===== src/rtl/uart_pkg.sv =====
// Shared types and constants for the UART transmitter slice.
package uart_pkg;

    localparam int unsigned DATA_WIDTH_DEF = 8;
    localparam logic        LINE_IDLE      = 1'b1;

    typedef enum logic [2:0] {
        IDLE,
        START,
        DATA,
        PARITY,
        STOP
    } uart_state_e;

endpackage


===== src/rtl/uart_tx_if.sv =====
// Host-side bus of the UART transmitter: enable/data in, line/busy out.
interface uart_tx_if #(
    parameter int unsigned DATA_WIDTH = uart_pkg::DATA_WIDTH_DEF
);
    logic                  en;
    logic [DATA_WIDTH-1:0] data;
    logic                  tx;
    logic                  busy;

    modport master (output en, output data, input tx, input busy);
    modport slave  (input en, input data, output tx, output busy);
endinterface


===== src/rtl/uart_tick_edge.sv =====
// Rising-edge detector on the external baud reference; one-clk strobe per edge.
module uart_tick_edge
    import uart_pkg::*;
(
    input  logic clk,
    input  logic rst,
    input  logic baud_tick,
    output logic tick
);

    logic baud_q;

    // Delayed copy of baud_tick; resets high so a level already high is not an edge
    always_ff @(posedge clk) begin
        if (rst) baud_q <= 1'b1;
        else     baud_q <= baud_tick;
    end

    assign tick = baud_tick & ~baud_q;

endmodule


===== src/rtl/uart_tx.sv =====
// 8N1 UART transmitter driven by an external baud strobe.
// Optional even parity bit enabled by defining UART_TX_PARITY_EN.
module uart_tx
    import uart_pkg::*;
#(
    parameter int unsigned DATA_WIDTH = DATA_WIDTH_DEF
)(
    input  logic        clk,
    input  logic        rst,
    input  logic        baud_tick,
    uart_tx_if.slave    bus
);

    localparam int unsigned CNT_W = (DATA_WIDTH > 1) ? $clog2(DATA_WIDTH) : 1;

    uart_state_e           state_q, state_d;
    logic [DATA_WIDTH-1:0] shift_q, shift_d;
    logic [CNT_W-1:0]      cnt_q, cnt_d;
    logic                  tx_q, tx_d;
    logic                  busy_q, busy_d;
    logic                  tick;
`ifdef UART_TX_PARITY_EN
    logic                  parity_q, parity_d;
`endif

    uart_tick_edge u_tick_edge (
        .clk       (clk),
        .rst       (rst),
        .baud_tick (baud_tick),
        .tick      (tick)
    );

    // State register
    always_ff @(posedge clk) begin
        if (rst) state_q <= IDLE;
        else     state_q <= state_d;
    end

    // Next-state logic; transitions only on baud strobe
    always_comb begin
        state_d = state_q;
        if (tick) begin
            case (state_q)
                IDLE:    if (bus.en) state_d = START;
                START:   state_d = DATA;
`ifdef UART_TX_PARITY_EN
                DATA:    if (cnt_q == CNT_W'(DATA_WIDTH - 1)) state_d = PARITY;
                PARITY:  state_d = STOP;
`else
                DATA:    if (cnt_q == CNT_W'(DATA_WIDTH - 1)) state_d = STOP;
`endif
                STOP:    state_d = bus.en ? START : IDLE;
                default: state_d = IDLE;
            endcase
        end
    end

    // Datapath next values: line level, busy, shifter, bit counter
    always_comb begin
        tx_d    = tx_q;
        busy_d  = busy_q;
        shift_d = shift_q;
        cnt_d   = cnt_q;
`ifdef UART_TX_PARITY_EN
        parity_d = parity_q;
`endif
        if (tick) begin
            case (state_q)
                IDLE, STOP: begin
                    if (bus.en) begin
                        shift_d = bus.data;
                        tx_d    = 1'b0;
                        busy_d  = 1'b1;
`ifdef UART_TX_PARITY_EN
                        parity_d = ^bus.data;
`endif
                    end else begin
                        tx_d   = LINE_IDLE;
                        busy_d = 1'b0;
                    end
                end
                START: begin
                    tx_d    = shift_q[0];
                    shift_d = shift_q >> 1;
                    cnt_d   = '0;
                end
                DATA: begin
                    if (cnt_q == CNT_W'(DATA_WIDTH - 1)) begin
`ifdef UART_TX_PARITY_EN
                        tx_d = parity_q;
`else
                        tx_d = LINE_IDLE;
`endif
                    end else begin
                        tx_d    = shift_q[0];
                        shift_d = shift_q >> 1;
                        cnt_d   = cnt_q + CNT_W'(1);
                    end
                end
`ifdef UART_TX_PARITY_EN
                PARITY: tx_d = LINE_IDLE;
`endif
                default: tx_d = LINE_IDLE;
            endcase
        end
    end

    // Datapath registers; reset aborts any frame in progress
    always_ff @(posedge clk) begin
        if (rst) begin
            tx_q    <= LINE_IDLE;
            busy_q  <= 1'b0;
            shift_q <= '0;
            cnt_q   <= '0;
`ifdef UART_TX_PARITY_EN
            parity_q <= 1'b0;
`endif
        end else begin
            tx_q    <= tx_d;
            busy_q  <= busy_d;
            shift_q <= shift_d;
            cnt_q   <= cnt_d;
`ifdef UART_TX_PARITY_EN
            parity_q <= parity_d;
`endif
        end
    end

    assign bus.tx   = tx_q;
    assign bus.busy = busy_q;

endmodule


===== src/flat_wrapper.sv =====
// flat-port wrapper written by rule: the top's interface ports become plain ports
module uart_tx_flat import uart_pkg::*;
#(
    parameter int unsigned DATA_WIDTH = DATA_WIDTH_DEF
)
  (clk, rst, baud_tick, bus_en, bus_data, bus_tx, bus_busy);
  uart_tx_if #(.DATA_WIDTH(DATA_WIDTH)) bus_i ();
  input  logic clk;
  input  logic rst;
  input  logic baud_tick;
  input wire logic [$bits(bus_i.en)-1:0] bus_en;
  input wire logic [$bits(bus_i.data)-1:0] bus_data;
  output wire logic [$bits(bus_i.tx)-1:0] bus_tx;
  output wire logic [$bits(bus_i.busy)-1:0] bus_busy;
  assign bus_i.en = bus_en;
  assign bus_i.data = bus_data;
  assign bus_tx = bus_i.tx;
  assign bus_busy = bus_i.busy;
  uart_tx #(.DATA_WIDTH(DATA_WIDTH)) u_core (.clk(clk), .rst(rst), .baud_tick(baud_tick), .bus(bus_i));
endmodule

===== config.mk =====
export PLATFORM = sky130hd
export DESIGN_NAME = uart_tx_flat
export DESIGN_NICKNAME = d
export VERILOG_FILES = /design/src/rtl/uart_pkg.sv /design/src/rtl/uart_tx_if.sv /design/src/rtl/uart_tick_edge.sv /design/src/rtl/uart_tx.sv /design/src/flat_wrapper.sv
export SDC_FILE = /design/constraint.sdc
export NUM_CORES = 1
export LEC_CHECK = 0
export ABC_AREA = 0
export BUFFER_PORTS_ARGS = -buffer_cell sky130_fd_sc_hd__buf_2
export CAP_MARGIN = 30
export CORE_MARGIN = 10
export CORE_UTILIZATION = 45
export CTS_CLUSTER_SIZE = 40
export DETAILED_ROUTE_END_ITERATION = 10
export GPL_TIMING_DRIVEN = 1
export PLACE_DENSITY = 0.66
export SLEW_MARGIN = 20
export SYNTH_ARGS = -nofsm -noshare
export SYNTH_HDL_FRONTEND = slang
export SYNTH_SLANG_ARGS = --single-unit

===== constraint.sdc =====
create_clock -name clk -period 3.1 [get_ports clk]
set_input_delay 0.155 -clock clk [delete_from_list [all_inputs] [get_ports clk]]
set_output_delay 0.155 -clock clk [all_outputs]
set_load 0.05 [all_outputs]

Word level (Yosys, flattened, before mapping)
Cells that the tools add are included.
{ "classes": {"n_mux": 13, "reduce_logical": 8, "add_sub_neg": 1, "bitwise": 2, "eq_ne": 8} }
{ "ops": {"columns": ["operator", "n"], "rows": [
  ["one-hot mux 8 bit (3 select lines)", 1],
  ["two-way mux 8 bit", 2],
  ["one-hot mux 3 bit (4 select lines)", 1],
  ["two-way mux 3 bit", 3],
  ["equality test 3 bit, second input constant", 2],
  ["!= test 2 bit, second input constant", 3],
  ["one-hot mux 3 bit (2 select lines)", 1],
  ["AND reduction 3 bit", 2],
  ["two-way mux 1 bit", 4],
  ["AND reduction 4 bit", 1],
  ["adder 3 x 1 -> 3 bit, second input constant", 1],
  ["equality test 3 x 1 -> 1 bit, second input constant", 1],
  ["equality test 3 x 2 -> 1 bit, second input constant", 1],
  ["zero test 3 bit", 1],
  ["one-hot mux 1 bit (3 select lines)", 1],
  ["nonzero test 3 bit", 1],
  ["!= test 2 x 1 -> 1 bit, second input constant", 1],
  ["AND reduction 2 bit", 1],
  ["nonzero test 2 bit", 1],
  ["OR reduction 2 bit", 1],
  ["bitwise AND 1 bit", 1],
  ["NOT 1 bit", 1]
]} }
{ "word_totals": {"input_bits": 12, "regBits": 17, "out_inout_bits": 2} }

Logic depth before layout (Yosys ltp)
Gate-level depths: netlist of the first run.
{ "depth": {"ltp_word": 4, "ltp_mapped": 6, "ltp_nobuf": 6} }

Hierarchy
Synthesis of the first run repeated with hierarchy kept, for this count alone.
{ "hier_totals": {"hier_cells": 98, "area_unflattened_um2": 883.3} }
{ "by_module_without_submodules": {"columns": ["mod", "instances", "cells_each", "area_per_inst_um2"], "rows": [
  ["uart_tx", 1, 95, 850.8],
  ["uart_tick_edge", 1, 3, 32.5]
]} }

Least setup slack after synthesis of the first run
No wires, ideal clock.
{ "synth_path": {"path_type": "reg2reg", "from": "register u_core.cnt_q[0]", "to": "register u_core.cnt_q[0]", "path_stages_with_launch": 7, "arrival_ns": 1.656, "setup_ns": 0.128, "period_less_slack_ns": 1.784, "path_slack_ns": 1.316, "path_cell_list": "dfxtp_1 ha_1 ha_1 or3b_4 a211oi_4 mux2i_1 nor2_1"} }
{ "synth_via": {"elab_chain_len": 3, "word_cells_on_any_way": 6, "classes_between": "add/sub: 1; eq/ne: 2; mux: 2; reduce/logical: 1"} }
{ "synth_lines": {"columns": ["item", "line_no", "text"], "rows": [
  ["start, declared", "uart_tx.sv:18", "logic [CNT_W-1:0] cnt_q, cnt_d;"],
  ["start signal, assigned", "uart_tx.sv:122", "cnt_q <= cnt_d;"],
  ["adder 3 x 1 -> 3 bit / equality test 3 bit (equally long branches)", "uart_tx.sv:97, uart_tx.sv:88", null],
  ["two-way mux 3 bit / != test 2 bit (equally long branches)", null, null],
  ["one-hot mux 3 bit (2 select lines) / AND reduction 3 bit (equally long branches)", null, null]
]} }
Parallel ways exist; a longest one is shown, timed or not. The select of a mux whose other input is x is not followed.
A chain may end at the register's enable or synchronous reset.

Worst setup path after layout of the first run
{ "layout_path": {"from": "register u_core.cnt_q[0]", "to": "register u_core.cnt_q[1]"} }
The elaborated chain is that of the path after synthesis.

==> results of run 1 <==
-- path summary, 6_finish.rpt --
path	end	start	depth (start not counted)
max	u_core.cnt_q[1]$_SDFFE_PP0P_	u_core.cnt_q[0]$_SDFFE_PP0P_	6
min	u_core.u_tick_edge.baud_q$_SDFF_PP1_	baud_tick	2
max reg2reg	u_core.cnt_q[1]$_SDFFE_PP0P_	u_core.cnt_q[0]$_SDFFE_PP0P_	6
min reg2reg	u_core.bus.busy$_SDFFE_PP0P_	u_core.bus.busy$_SDFFE_PP0P_	2
-- synth_stat cells (2+ instances only) --
master    instances  share of area
o31ai_1           2          0.017
buf_2             2          0.012
clkbuf_1          3          0.013
ha_1              2          0.029
or3_1             2          0.014
mux2i_1          11           0.13
a21oi_1          12          0.069
nor2_1            5          0.022
dfxtp_1          17           0.39
and2_1            3          0.022
nand2b_1          5          0.036
nor3_1            3          0.017
a211oi_1          8          0.069
-- state kept, by name (all words and copies together) (netlist names) --
signal	cells
u_core.bus.busy	1
u_core.state_q	3
u_core.u_tick_edge.baud_q	1
u_core.bus.tx	1
u_core.shift_q	8
u_core.cnt_q	3
-- cell type report --
class | instances | area (sq um)
fillers | 174 | 825
multi-input cells | 65 | 488
flip-flops and latches | 17 | 340
repair buffers | 13 | 65.1
well taps | 25 | 31.3
clock buffers | 4 | 26.3
inverters | 2 | 7.51
-- cells by family after synthesis --
family,synth area share
buffers and inverters,0.0461
and+or+nand+nor,0.170
DFF,0.392
AOI/OAI and AO/OA,0.236
muxes,0.127
adders and majority gates,0.0288
-- report_power, final --
group	switching (mW)	leakage, nW	internal, mW
logic	0.0253	0.184	0.0190
registers	0.00423	0.138	0.225
clock network	0.0684	0.0150	0.0500
-- stage by stage --
stage                      util  instances
after CTS                 0.538        126
after global placement    0.523        122
after floorplan               -         90
final                     0.538        126
after global routing      0.538        126
after detailed placement  0.523        122
-- per-layer routing --
metal	track usage	vias to the layer above	routed length (um)
li1	-	346	-
met1	0.106	320	852
met2	0.127	12	765
met3	0.0261	4	71
met4	0.0574	0	29
met5	0	-	0
-- worst max-delay path: cells and delay by family (launching register included) --
family / cells / cell delay, ns
muxes: 1 / 0.25
AOI/OAI and AO/OA: 1 / 0.34
and+or+nand+nor: 2 / 0.46
adders and majority gates: 2 / 0.43
DFF: 1 / 0.33
==> results.json, run 1 <==
{
  "async_flop_share": 0,
  "yosys_warnings": 0,
  "grt_first_pass_wirelength_um": 2900,
  "timing.fmax_mhz": 525,
  "cts_root_buf": "clkbuf_4",
  "io_buffers": 13,
  "ys_types": 28,
  "post_cts_buffers": 0,
  "worstHoldPathType": "primary input to flop",
  "cts_tree": "done",
  "clk_pin_slew_ns": 0.10,
  "dieArea_sq_um": 4090,
  "antenna_found_initial": 0,
  "drv_cap": 0,
  "dp_hpwl_um": 1220,
  "fin_ws_ns": 1.19,
  "slew_viol_final": 0,
  "tns_ns": 0,
  "vias": 682,
  "synth_seq_cells": 17,
  "path_class": "flop to flop",
  "grt_pass1_vias": 686,
  "clock_skew_ns": 0.000469,
  "syn_nets": 104,
  "layout_common_cells": "17 x dfxtp_1, 13 x buf_2, 12 x a21oi_1",
  "final_common_cell": "dfxtp_1",
  "syn_inst": 90,
  "grt_start_max_net_pins": 19,
  "cpMostUsedCell": "ha_1",
  "final-hold-violation-count": 0,
  "cp.arrival_ns": 2.09,
  "holdWs_ns": 0.0601,
  "status": "finished, final reports clean",
  "place_ws_ns": 1.20,
  "ys_seq_area_frac": 0.392,
  "start_util": 0.487,
  "cpPeakStageDelay_ns": 0.41,
  "die_w_um": 63.9,
  "final-setup-viol-count": 0,
  "synth_edf_count": 0,
  "finalWorstPathRequiredPeriod_ns": 1.91,
  "wirelength_um": 1720,
  "relSlewSlack": 0.685,
  "power_leakage_nw": 0.337,
  "ff2ff_setup_slack_ns": 1.19,
  "cp-start-kind": "flop",
  "ant_nets": 0,
  "avgSynthCellArea_sq_um": 9.65,
  "area_growth_pct": 10.4,
  "final_area_sq_um": 958,
  "crit_required_ns": 3.28,
  "ctsResizeCount": 0,
  "cp_slowest_cell": "or3b_4",
  "drt_iter0_drc": 17,
  "clock_latency_ns": 0.29,
  "coreArea_sq_um": 1780,
  "htreeDepth": 1,
  "crit_path_max_fanout": 4,
  "timing.critical_path.cells": "ha_1 > ha_1 > or3b_4 > a211oi_4 > mux2i_1 > nor2_1",
  "crit_path_end_kind": "flop",
  "wl_per_cell_um": 13.6,
  "vias_per_cell": 5.41,
  "placed_area_sq_um": 932,
  "n_antenna_cell": 0,
  "die_h_um": 63.9,
  "cts_hold_buf": 0,
  "synthesis.area_sq_um": 868,
  "irDropWorstVdd_mv": 0.205,
  "cts_sinks": 17,
  "grt_usage": 0.0865,
  "fin_nets": 116,
  "rsz0062_at_grt": "false",
  "fin_crit_sh": 0.615,
  "drc": 0,
  "synth_ff_type": "dfxtp_1",
  "power_mw": 0.392,
  "dr.pass1.iters": 3,
  "worst_pin_slew_ns": 0.472,
  "overflow": 0,
  "layout-drive-gt1-share": 0.257,
  "power_density_nw_per_um2": 408,
  "cts_buffers": 3,
  "placementRows": 15,
  "clockBufferDepth": 2,
  "io_pins": 14,
  "gp_congestion": 0.727
}
Power figures use the tool's default switching activity.
==> run 2: changes to the inputs <==
==> constraint.sdc (replaced) <==
create_clock -name clk -period 2 [get_ports clk]
set_input_delay 0.1 -clock clk [delete_from_list [all_inputs] [get_ports clk]]
set_output_delay 0.1 -clock clk [all_outputs]
set_load 0.05 [all_outputs]
==> results.json, run 2 (synthesis results as in run 1) <==
{
  "clockPowerShare": 0.298,
  "start_util": 0.487,
  "irDropWorstVdd_mv": 0.319,
  "final_common_cell": "dfxtp_1",
  "io_pins": 14,
  "grt_pass1_vias": 664,
  "crit_required_ns": 2.18,
  "fin_crit_sh": 0.946,
  "grt_first_pass_wirelength_um": 2880,
  "crit_path_end_kind": "flop",
  "cts_sinks": 17,
  "timing.fmax_mhz": 529,
  "placementRows": 15,
  "clock_latency_ns": 0.29,
  "wl_per_cell_um": 13.4,
  "tns_ns": 0,
  "clockBufferDepth": 2,
  "largest_reg_flops": 8,
  "path_class": "flop to flop",
  "top_regs": "u_core.shift_q x8, u_core.cnt_q x3, u_core.state_q x3",
  "dp_hpwl_um": 1260,
  "ff2ff_setup_slack_ns": 0.11,
  "wirelength_um": 1750,
  "power_mw": 0.612,
  "overflow": 0,
  "io_buffers": 13,
  "final-setup-viol-count": 0,
  "layout_common_cells": "17 x dfxtp_1, 13 x buf_2, 12 x a21oi_1",
  "crit_path_max_fanout": 4,
  "power_leakage_nw": 0.356,
  "final-hold-violation-count": 0,
  "worst_pin_slew_ns": 0.450,
  "grt_start_max_net_pins": 19,
  "grt_usage": 0.0847,
  "ant_nets": 0,
  "coreArea_sq_um": 1780,
  "cp-start-kind": "flop",
  "combPwrFrac": 0.123,
  "relSlewSlack": 0.699,
  "finalWorstPathRequiredPeriod_ns": 1.89,
  "cts_hold_buf": 0,
  "drc": 0,
  "placedCellCount": 125,
  "antenna_found_initial": 0,
  "layout-drive-gt1-share": 0.276,
  "cp.arrival_ns": 2.07,
  "drt_iter0_drc": 7,
  "vias": 695,
  "htreeDepth": 1,
  "rsz0062_at_grt": "false",
  "power_density_nw_per_um2": 617,
  "cts_root_buf": "clkbuf_4",
  "die_h_um": 63.9,
  "holdWs_ns": 0.137,
  "post_cts_buffers": 0,
  "clk_pin_slew_ns": 0.10,
  "internal_power_mw": 0.460,
  "die_w_um": 63.9,
  "largest_register": "u_core.shift_q",
  "ctsResizeCount": 0,
  "status": "finished, final reports clean",
  "fin_nets": 120,
  "area_growth_pct": 14.1,
  "p_switching_mw": 0.152,
  "worstHoldPathType": "primary input to flop",
  "cts_buffers": 3,
  "vias_per_cell": 5.35,
  "dieArea_sq_um": 4090,
  "clock_skew_ns": 0.00443,
  "slew_viol_final": 0,
  "fin_cells": 130,
  "dr.pass1.iters": 4,
  "pwr-share-seq": 0.579,
  "n_antenna_cell": 0,
  "drv_cap": 0,
  "cts_tree": "done",
  "gp_congestion": 0.746,
  "power.share.switching": 0.248
}
==> run 2: changes by cell type in the layout (fill, tap and decap cells not counted) <==
| cell | before | now |
|---|---|---|
| buf_4 | 0 | 3 |
| dlygate4sd3_1 | 0 | 1 |
==> run 2: metrics by stage <==
step | worst slack, ns | util | instance area, sq um
after floorplan | 0.216 | - | 868
after global placement | 0.152 | 0.535 | 955
after detailed placement | 0.111 | 0.535 | 955
after CTS | 0.0958 | 0.550 | 981
after global routing | 0.000444 | 0.556 | 991
final | 0.108 | 0.556 | 991
==> run 2: critical path, cell delays in order (launching register included) <==
cell	delay [ns]
dfxtp_1	0.34
ha_1	0.20
ha_1	0.23
or3b_4	0.41
a211oi_4	0.33
mux2i_1	0.22
nor2_1	0.05
==> run 2: cell type report <==
type,count,area (sq um)
fillers,171,792
multi-input cells,65,488
flip-flops and latches,17,340
repair buffers,17,97.6
well taps,25,31.3
clock buffers,4,26.3
inverters,2,7.51
==> run 2: power groups by stage <==
stage	Clock (mW)	Sequential, mW	Combinational, mW
after floorplan	0	0.366	0.0469
after global placement	0	0.362	0.0723
after detailed placement	0	0.362	0.0740
after CTS	0.190	0.354	0.0744
after global routing	0.201	0.355	0.0835
final	0.182	0.354	0.0752
==> run 2: layer usage <==
layer  track usage  up-vias  share of wire
li1              -      354              -
met1         0.101      323           0.48
met2         0.126       14           0.44
met3        0.0436        4          0.057
met4        0.0328        0          0.013
met5             0        -              0
==> run 2: worst paths after layout <==
path / start / end / cells past startpoint
setup / recovery: u_core.cnt_q[0]$_SDFFE_PP0P_ / u_core.cnt_q[1]$_SDFFE_PP0P_ / 6
setup reg to reg: u_core.cnt_q[0]$_SDFFE_PP0P_ / u_core.cnt_q[1]$_SDFFE_PP0P_ / 6
hold reg to reg: u_core.bus.tx$_SDFFE_PP1N_ / u_core.bus.tx$_SDFFE_PP1N_ / 2
hold / removal: bus_data[0] / u_core.shift_q[0]$_SDFFE_PP0P_ / 3
